===== src/rtl/rtc_rd_seq_pkg.sv =====
// Shared definitions for the RTC bus sequencers: state encoding, bus idle
// value, RTC register map and a BCD sanity helper.
package rtc_rd_seq_pkg;

  typedef enum logic [4:0] {
    S_IDLE,
    S_A_AD,
    S_A_CS,
    S_A_WR,
    S_A_DRV,
    S_A_HOLD,
    S_A_WRH,
    S_A_CSH,
    S_A_ADH,
    S_A_REL,
    S_GAP,
    S_D_CS,
    S_D_RD,
    S_D_WAIT,
    S_D_SMP,
    S_D_RDH,
    S_D_CSH,
    S_NEXT
  } state_t;

  localparam logic [7:0] BUS_IDLE = 8'hFF;

  // RTC register map, shared with the write sequencer
  localparam logic [7:0] REG_CTRL = 8'h00;
  localparam logic [7:0] REG_SEC  = 8'h21;
  localparam logic [7:0] REG_MIN  = 8'h22;
  localparam logic [7:0] REG_HOUR = 8'h23;

  // Width of the phase-duration timer
  localparam int unsigned TMR_W = 8;

  // True when either nibble is not a decimal digit
  function automatic logic bcd_invalid(input logic [7:0] v);
    return (v[7:4] > 4'd9) || (v[3:0] > 4'd9);
  endfunction

endpackage


===== src/rtl/rtc_rd_seq_bus_timer.sv =====
// rtc_bus_timer: loadable down-counter with terminal-count flag. Loaded with
// N-1 on the cycle before a timed phase; o_tc marks the last cycle of it.
module rtc_bus_timer #(
  parameter int unsigned W = 8
) (
  input  logic         clock,
  input  logic         reset,
  input  logic         i_load,
  input  logic [W-1:0] i_value,
  input  logic         i_en,
  output logic         o_tc
);

  logic [W-1:0] r_count;

  // Load takes priority; otherwise count down while enabled, holding at zero
  always_ff @(posedge clock) begin
    if (reset) begin
      r_count <= '0;
    end else if (i_load) begin
      r_count <= i_value;
    end else if (i_en && (r_count != '0)) begin
      r_count <= r_count - 1'b1;
    end
  end

  assign o_tc = (r_count == '0);

endmodule


===== src/rtl/rtc_rd_seq.sv =====
// rtc_rd_seq: read-burst sequencer for the RTC multiplexed AD bus. Reads
// NUM_REGS consecutive registers from addr_base and strobes each byte out.
// Optional build macro RTC_RD_BCD_CHECK_EN adds the sticky bcd_err output.
module rtc_rd_seq
  import rtc_rd_seq_pkg::*;
#(
  parameter int unsigned NUM_REGS  = 3,
  parameter int unsigned PULSE_CYC = 5,
  parameter int unsigned GAP_CYC   = 9
) (
  input  logic       clock,
  input  logic       reset,
  input  logic       start,
  input  logic [7:0] addr_base,
  input  logic [7:0] ad_in,
  output logic       ad,
  output logic       cs,
  output logic       wr,
  output logic       rd,
  output logic [7:0] ad_out,
  output logic       ad_oe,
  output logic       busy,
  output logic       data_valid,
  output logic [2:0] data_idx,
  output logic [7:0] data_out,
  output logic       done
`ifdef RTC_RD_BCD_CHECK_EN
  ,
  output logic       bcd_err
`endif
);

  localparam logic [TMR_W-1:0] PULSE_LD = TMR_W'(PULSE_CYC - 1);
  localparam logic [TMR_W-1:0] GAP_LD   = TMR_W'(GAP_CYC - 1);
  localparam logic [2:0]       LAST_IDX = 3'(NUM_REGS - 1);

  state_t           r_state;
  logic [7:0]       r_addr;
  logic [2:0]       r_idx;
  logic             r_ad;
  logic             r_cs;
  logic             r_wr;
  logic             r_rd;
  logic [7:0]       r_ad_out;
  logic             r_ad_oe;
  logic             r_busy;
  logic             r_dv;
  logic [2:0]       r_data_idx;
  logic [7:0]       r_data_out;
  logic             r_done;

  logic             w_tmr_load;
  logic [TMR_W-1:0] w_tmr_val;
  logic             w_tmr_en;
  logic             w_tmr_tc;

  // Arm the timer on the cycle before each timed phase; count only inside it
  always_comb begin
    w_tmr_load = 1'b0;
    w_tmr_val  = '0;
    w_tmr_en   = 1'b0;
    case (r_state)
      S_A_DRV: begin w_tmr_load = 1'b1; w_tmr_val = PULSE_LD; end
      S_A_REL: begin w_tmr_load = 1'b1; w_tmr_val = GAP_LD;   end
      S_D_RD:  begin w_tmr_load = 1'b1; w_tmr_val = PULSE_LD; end
      S_A_HOLD, S_GAP, S_D_WAIT: w_tmr_en = 1'b1;
      default: ;
    endcase
  end

  rtc_bus_timer #(
    .W(TMR_W)
  ) u_timer (
    .clock  (clock),
    .reset  (reset),
    .i_load (w_tmr_load),
    .i_value(w_tmr_val),
    .i_en   (w_tmr_en),
    .o_tc   (w_tmr_tc)
  );

`ifdef RTC_RD_BCD_CHECK_EN
  logic r_bcd_err;
`endif

  // Burst FSM: each transition sets the strobe levels of the state it enters,
  // so every output is registered and changes exactly one step per state.
  always_ff @(posedge clock) begin
    if (reset) begin
      r_state    <= S_IDLE;
      r_addr     <= '0;
      r_idx      <= '0;
      r_ad       <= 1'b1;
      r_cs       <= 1'b1;
      r_wr       <= 1'b1;
      r_rd       <= 1'b1;
      r_ad_out   <= BUS_IDLE;
      r_ad_oe    <= 1'b0;
      r_busy     <= 1'b0;
      r_dv       <= 1'b0;
      r_data_idx <= '0;
      r_data_out <= '0;
      r_done     <= 1'b0;
`ifdef RTC_RD_BCD_CHECK_EN
      r_bcd_err  <= 1'b0;
`endif
    end else begin
      r_dv   <= 1'b0;
      r_done <= 1'b0;
      case (r_state)
        S_IDLE: begin
          // r_done high means this is the cycle right after a burst ended
          if (start && !r_done) begin
            r_addr  <= addr_base;
            r_idx   <= '0;
            r_busy  <= 1'b1;
            r_ad    <= 1'b0;
            r_state <= S_A_AD;
`ifdef RTC_RD_BCD_CHECK_EN
            r_bcd_err <= 1'b0;
`endif
          end
        end
        S_A_AD:  begin r_cs <= 1'b0; r_state <= S_A_CS; end
        S_A_CS:  begin r_wr <= 1'b0; r_state <= S_A_WR; end
        S_A_WR: begin
          r_ad_out <= r_addr;
          r_ad_oe  <= 1'b1;
          r_state  <= S_A_DRV;
        end
        S_A_DRV: r_state <= S_A_HOLD;
        S_A_HOLD: begin
          if (w_tmr_tc) begin
            r_wr    <= 1'b1;
            r_state <= S_A_WRH;
          end
        end
        S_A_WRH: begin r_cs <= 1'b1; r_state <= S_A_CSH; end
        S_A_CSH: begin r_ad <= 1'b1; r_state <= S_A_ADH; end
        S_A_ADH: begin
          r_ad_out <= BUS_IDLE;
          r_ad_oe  <= 1'b0;
          r_state  <= S_A_REL;
        end
        S_A_REL: r_state <= S_GAP;
        S_GAP: begin
          if (w_tmr_tc) begin
            r_cs    <= 1'b0;
            r_state <= S_D_CS;
          end
        end
        S_D_CS: begin r_rd <= 1'b0; r_state <= S_D_RD; end
        S_D_RD: r_state <= S_D_WAIT;
        S_D_WAIT: begin
          if (w_tmr_tc) begin
            r_data_out <= ad_in;
            r_data_idx <= r_idx;
            r_dv       <= 1'b1;
`ifdef RTC_RD_BCD_CHECK_EN
            r_bcd_err  <= r_bcd_err | bcd_invalid(ad_in);
`endif
            r_state    <= S_D_SMP;
          end
        end
        S_D_SMP: begin r_rd <= 1'b1; r_state <= S_D_RDH; end
        S_D_RDH: begin r_cs <= 1'b1; r_state <= S_D_CSH; end
        S_D_CSH: r_state <= S_NEXT;
        S_NEXT: begin
          if (r_idx == LAST_IDX) begin
            r_busy  <= 1'b0;
            r_done  <= 1'b1;
            r_state <= S_IDLE;
          end else begin
            r_idx   <= r_idx + 3'd1;
            r_addr  <= r_addr + 8'd1;
            r_ad    <= 1'b0;
            r_state <= S_A_AD;
          end
        end
        default: r_state <= S_IDLE;
      endcase
    end
  end

  assign ad         = r_ad;
  assign cs         = r_cs;
  assign wr         = r_wr;
  assign rd         = r_rd;
  assign ad_out     = r_ad_out;
  assign ad_oe      = r_ad_oe;
  assign busy       = r_busy;
  assign data_valid = r_dv;
  assign data_idx   = r_data_idx;
  assign data_out   = r_data_out;
  assign done       = r_done;
`ifdef RTC_RD_BCD_CHECK_EN
  assign bcd_err    = r_bcd_err;
`endif

endmodule

===== config.mk =====
export PLATFORM = sky130hd
export DESIGN_NAME = rtc_rd_seq
export DESIGN_NICKNAME = d
export VERILOG_FILES = /design/src/rtl/rtc_rd_seq_pkg.sv /design/src/rtl/rtc_rd_seq_bus_timer.sv /design/src/rtl/rtc_rd_seq.sv
export SDC_FILE = /design/constraint.sdc
export NUM_CORES = 1
export LEC_CHECK = 0
export ABC_AREA = 1
export CELL_PAD_IN_SITES_DETAIL_PLACEMENT = 2
export CELL_PAD_IN_SITES_GLOBAL_PLACEMENT = 2
export CORE_AREA = 3 3 96 98
export DETAILED_ROUTE_END_ITERATION = 6
export DIE_AREA = 0 0 99 101
export GPL_TIMING_DRIVEN = 0
export MAX_ROUTING_LAYER = met4
export PLACE_DENSITY = 0.83
export SKIP_CTS_REPAIR_TIMING = 1
export SYNTH_ARGS = -nofsm -noshare
export SYNTH_HDL_FRONTEND = slang
export SYNTH_SLANG_ARGS = --single-unit

===== constraint.sdc =====
create_clock -name clock -period 4.55 [get_ports clock]
set_clock_uncertainty 0.05 [all_clocks]
set_input_delay 0.6825 -clock clock [delete_from_list [all_inputs] [get_ports clock]]
set_output_delay 0.6825 -clock clock [all_outputs]
set_load 0.05 [all_outputs]

# Word-level counts from Yosys, hierarchy flattened
# Index checks and enable logic that the tools add are counted.
[totals]
out_inout_bits = 27
in_bits = 19
elab_cells = 102
reg_bits = 51
[op_classes]
addsub = 3
n_reduce_logical = 26
eq_ne = 24
muxes = 32
bitwise_logic = 2
[op_table]
columns = ["cell", "count"]
rows = [
  ["$pmux 5 s18", 1],
  ["$eq 5x4->1 const B", 8],
  ["$mux 8", 4],
  ["$pmux 8 s2", 2],
  ["$eq 5x3->1 const B", 4],
  ["$mux 5", 4],
  ["$mux 1", 11],
  ["$eq 5x2->1 const B", 2],
  ["$eq 5x5->1 const B", 2],
  ["$reduce_bool 2->1", 5],
  ["$reduce_and 3->1", 3],
  ["$add 8x1->8 const B", 1],
  ["$logic_not 8->1", 1],
  ["$pmux 1 s2", 4],
  ["$pmux 4 s2", 1],
  ["$reduce_bool 8->1", 1],
  ["$reduce_or 2->1", 4],
  ["$sub 8x1->8 const B", 1],
  ["$mux 3", 2],
  ["$ne 2x1->1 const B", 3],
  ["$ne 2x2->1 const B", 3],
  ["$pmux 1 s3", 2],
  ["$pmux 3 s2", 1],
  ["$reduce_and 2->1", 3],
  ["other kinds (10)", 14],
]

# Longest topological paths before layout
[depth]
depth_word = 6
ltp_mapped = 11
mapped_depth_nobuf = 11

# Modules after synthesis
# From an unflattened synthesis, not the netlist that was laid out.
[hier_totals]
cells_unflattened = 405
area_unflattened_um2 = 2683.8
[by_module_without_submodules]
columns = ["mod", "n_inst", "seq_area_each_um2", "area_per_inst_um2", "cells_per_inst"]
rows = [
  ["rtc_rd_seq", 1, 860.8, 2083.2, 301],
  ["rtc_bus_timer", 1, 160.2, 600.6, 104],
]

# Worst setup path after synthesis
# Ideal clock, no wire load.
[synth_path]
path_type = "register to register"
startpoint = "reg u_timer.r_count[0]"
endpoint = "reg r_data_idx[1] (netlist: data_idx[1])"
path_buffers = 1
setup_ns = 0.065
stages_incl_launch_ff = 10
path_slack_ns = 3.002
arrival_time_ns = 1.432
t_required_ns = 4.435
period_less_slack_ns = 1.548
path_cell_list = "dfxtp_1 > inv_1 > ha_1 > nand2_1 > nor2_1 > nand2_1 > nor2_1 > buf_2 > o21ai_0 > nor2_1"
[synth_between]
elab_chain_len = 2
[synth_lines]
columns = ["item", "line_no", "rtl"]
rows = [
  ["start: declaration", "rtc_rd_seq_bus_timer.sv:14", "logic [W-1:0] r_count;"],
  ["start signal: assignment", "rtc_rd_seq_bus_timer.sv:21", "r_count <= i_value;"],
  ["start signal: assignment", "rtc_rd_seq_bus_timer.sv:23", "r_count <= r_count - 1'b1;"],
  ["$logic_not 8->1", "rtc_rd_seq_bus_timer.sv:27", "assign o_tc = (r_count == '0);"],
  ["$reduce_and 2->1 (no source line)", "-", ""],
  ["end signal: assignment", "rtc_rd_seq.sv:157", "r_data_idx <= r_idx;"],
  ["end: declaration", "rtc_rd_seq.sv:48", "logic [2:0] r_data_idx;"],
]
# No other way between the ends.
# A chain may end at the register's enable or synchronous reset.

# Worst setup path in the final report
[layout_path]
startpoint = "reg r_ad (netlist: ad)"
endpoint = "out ad"
[layout_rtl]
columns = ["item", "line_no", "rtl"]
rows = [
  ["start: declaration", "rtc_rd_seq.sv:40", "logic r_ad;"],
  ["start signal: assignment", "rtc_rd_seq.sv:93", "r_ad <= 1'b1;"],
  ["start signal: assignment", "rtc_rd_seq.sv:117", "r_ad <= 1'b0;"],
  ["start signal: assignment", "rtc_rd_seq.sv:139", "S_A_CSH: begin r_ad <= 1'b1; r_state <= S_A_ADH; end"],
  ["end: declaration", "rtc_rd_seq.sv:16", "output logic ad,"],
]
# No word-level cell between the ends.

==> flow_summary_export.csv <==
group,metric,value,unit
critical_path,crit_buf_inv,1,
placed_design,placed_cells,524,
timing,post-route-min-period,2262,ps
synthesis,syn-num-nets,395,
cts,clock_latency,310,ps
route,first_iter_violations,74,
critical_path,r2r_slack,2530,ps
route,vias,2673,
timing,finalSetupViolCount,0,
final_layout,area_delta_synth_final,27.73,%
synthesis,async_reset_ff_share,0,%
synthesis,yosysWarnings,0,
power_and_ir_drop,pwr_density_cell,341.0,nW/um2
hold_path,min_from,"rd",
critical_path,cpLargestDelayFamily,"buffers and inverters",
power_and_ir_drop,sw_frac_of_total,32.38,%
cts,cts_tree,"done",
synthesis,netlist_area,2500,um2
critical_path,reg2reg_from,"u_timer.r_count[0]",
power_and_ir_drop,combinationalPowerShare,22.1,%
final_layout,fin_util,37.34,%
hold_path,min_to,"rd",
route,drcViolationCount,0,
die,fp.dieH,101,um
timing,relSlewSlack,59.60,%
critical_path,cp_cell_sequence,"clkdlybuf4s50_1",
critical_path,r2r_cells,9,
global_route,grt_max_degree,16,
placed_design,port_buffers,44,
power_and_ir_drop,p_seq_share,46.7,%
die,dieArea,9999,um2
cts,htree_levels,2,
timing,fin_crit_sh,49.72,%
final_layout,stdcell_count,532,
hold_path,hp-class,"flip-flop to flip-flop",
critical_path,slowest_delay,850,ps
timing,rsz0062_at_grt,"no",
final_layout,final_common_cell,"nand2_1",
cts,cts-root-buf,"clkbuf_8",
timing,tightest_slew,606.0,ps
die,core_area,8551,um2
power_and_ir_drop,ir_drop,0.1528,mV
critical_path,path_class,"flip-flop to output pin",
die,die_x,99,um
route,antenna_left,0,
cts,cts.sinks,51,
cts,clockBufferDepth,2,
hold_path,min_path_cells,2,
route,dr.pass1.iters,4,
final_layout,layout_common_cells,"99 x nand2_1, 56 x nor2_1, 51 x dfxtp_1, 44 x clkdlybuf4s50_1",
timing,hold_slack,424.7,ps
critical_path,r2r_end,"data_out[2]",
route,avgViaCountPerCell,5.024,
critical_path,setup.worst_path.start_class,"flip-flop",
synthesis,synth-main-ff-cell,"dfxtp_1",
run,maxCapViolCount,0,
critical_path,arrival,1530,ps
placed_design,gp_congestion,0.8217,
power_and_ir_drop,p_sw,0.3526,mW
power_and_ir_drop,p_int,0.7363,mW
critical_path,crit_required,3820,ps
synthesis,ys_seq_area_share,40.84,%
final_layout,post_route_cells_drive_above_1_share,5.660,%
die,core.rowCount,34,
global_route,grt_overflow_total,0,
global_route,grt_pass1_wl,14680,um
cts,clkSlewWorstSetupHoldPaths,100,ps
synthesis,yosys_register_bits,51,
global_route,grt_use_total,18.77,%
timing,max_freq,442.0,MHz
critical_path,worstSetupEndpointType,"output pin",
global_route,grt_pass1_vias,2901,
status,outcome,"complete, no violations",
timing,setup_slack,2288,ps
timing,drv_slew,0,
synthesis,synth_edf_count,0,
global_route,antenna_found_initial,0,
route,wl_per_cell,16.33,um
die,start_util,29.24,%
synthesis,yosysUniqueCellTypes,29,
die,num_io_pins,46,
timing,finalHoldViolCount,0,
synthesis,avgSynthCellArea,6.720,um2
final_layout,diodes,0,
power_and_ir_drop,power_leakage,1.336,nW
cts,cts_buffers,5,
critical_path,worst-path-max-fanout,2,
critical_path,crit_slowest_cell,"clkdlybuf4s50_1",
placed_design,hpwl,6527,um
route,totalWireLength,8686,um
timing,tns,0,ps
placed_design,pre_cts_ws,2296,ps
critical_path,cp_num_cells,1,
final_layout,nNetsFinal,446,
synthesis,syn_inst,372,
power_and_ir_drop,p_clk_share,31.2,%
==> metal layers <==
metal / global-route usage [%] / routed length, um
met2: 34.04 / 4649
met5: - / 0
met3: 2.491 / 110
met1: 21.97 / 3814
met4: 4.412 / 112
==> worst min-delay path: stages (launching register included) <==
cell     delay [ps]
dfxtp_1         340
a21oi_1          60
nand2_1          50
==> power groups by stage <==
stage,Sequential (mW),Combinational (mW),Clock (mW)
floorplan,0.541,0.129,0
global placement,0.518,0.230,0
detailed placement,0.518,0.240,0
CTS,0.509,0.245,0.348
global route,0.514,0.272,0.370
finish,0.509,0.241,0.339
==> state kept, by name, summed over array words and instances, names as in the netlist <==
register / flops
ad_oe: 1
r_addr: 8
wr: 1
cs: 1
ad: 1
r_state: 5
data_idx: 3
u_timer.r_count: 8
rd: 1
busy: 1
done: 1
data_valid: 1
data_out: 8
ad_out: 8
r_idx: 3
==> worst max path at each step <==
| stage | startpoint | to | slack [ps] |
|---|---|---|---|
| floorplan | u_timer.r_count[0] | data_idx[1] | 3000 |
| global placement | start | r_idx[2] | 2400 |
| detailed placement | start | r_idx[1] | 2300 |
| CTS | ad | ad | 2270 |
| global route | u_timer.r_count[0] | data_out[2] | 2210 |
| finish | ad | ad | 2290 |
==> cells by family (layout without fill, tap and decap cells) <==
| group | count (synthesis) | in the layout | share of synthesized area [%] |
|---|---|---|---|
| AO/OA/AOI/OAI | 61 | 61 | 13.21 |
| adder cells (fa/ha/maj) | 4 | 4 | 2.002 |
| buffers and inverters | 44 | 96 | 7.307 |
| AND/OR/NAND/NOR | 209 | 209 | 35.59 |
| XOR/XNOR | 3 | 3 | 1.051 |
| flip-flops | 51 | 51 | 40.84 |
==> cell usage after synthesis, types with 4 or more instances <==
| library cell | n | area share (%) |
|---|---|---|
| o22ai_1 | 7 | 1.8 |
| nor2_1 | 56 | 8.4 |
| nor3_1 | 14 | 2.8 |
| nand4_1 | 6 | 1.5 |
| inv_2 | 4 | 0.60 |
| dfxtp_1 | 51 | 41 |
| ha_1 | 4 | 2.0 |
| nand2_1 | 99 | 15 |
| clkbuf_1 | 7 | 1.1 |
| nand3_1 | 27 | 5.4 |
| inv_1 | 27 | 4.1 |
| o21ai_0 | 23 | 4.6 |
| a21oi_1 | 25 | 5.0 |
==> cell type report <==
class / count / area (um2)
buffer: 12 / 62.56
clock buffer: 6 / 82.58
clock inverter: 2 / 35.03
fill: 1037 / 5358
inverter: 32 / 120.1
multi-input combinational: 277 / 1296
sequential: 51 / 1021
tap: 108 / 135.1
timing repair buffer: 44 / 440.4
==> stage by stage <==
step	instance area [um2]	power [mW]
floorplan	2500	0.6698
global placement	3075	0.7480
detailed placement	3075	0.7587
CTS	3193	1.101
global route	3193	1.156
finish	3193	1.089
No activity file was read; power rests on OpenSTA's default activity.
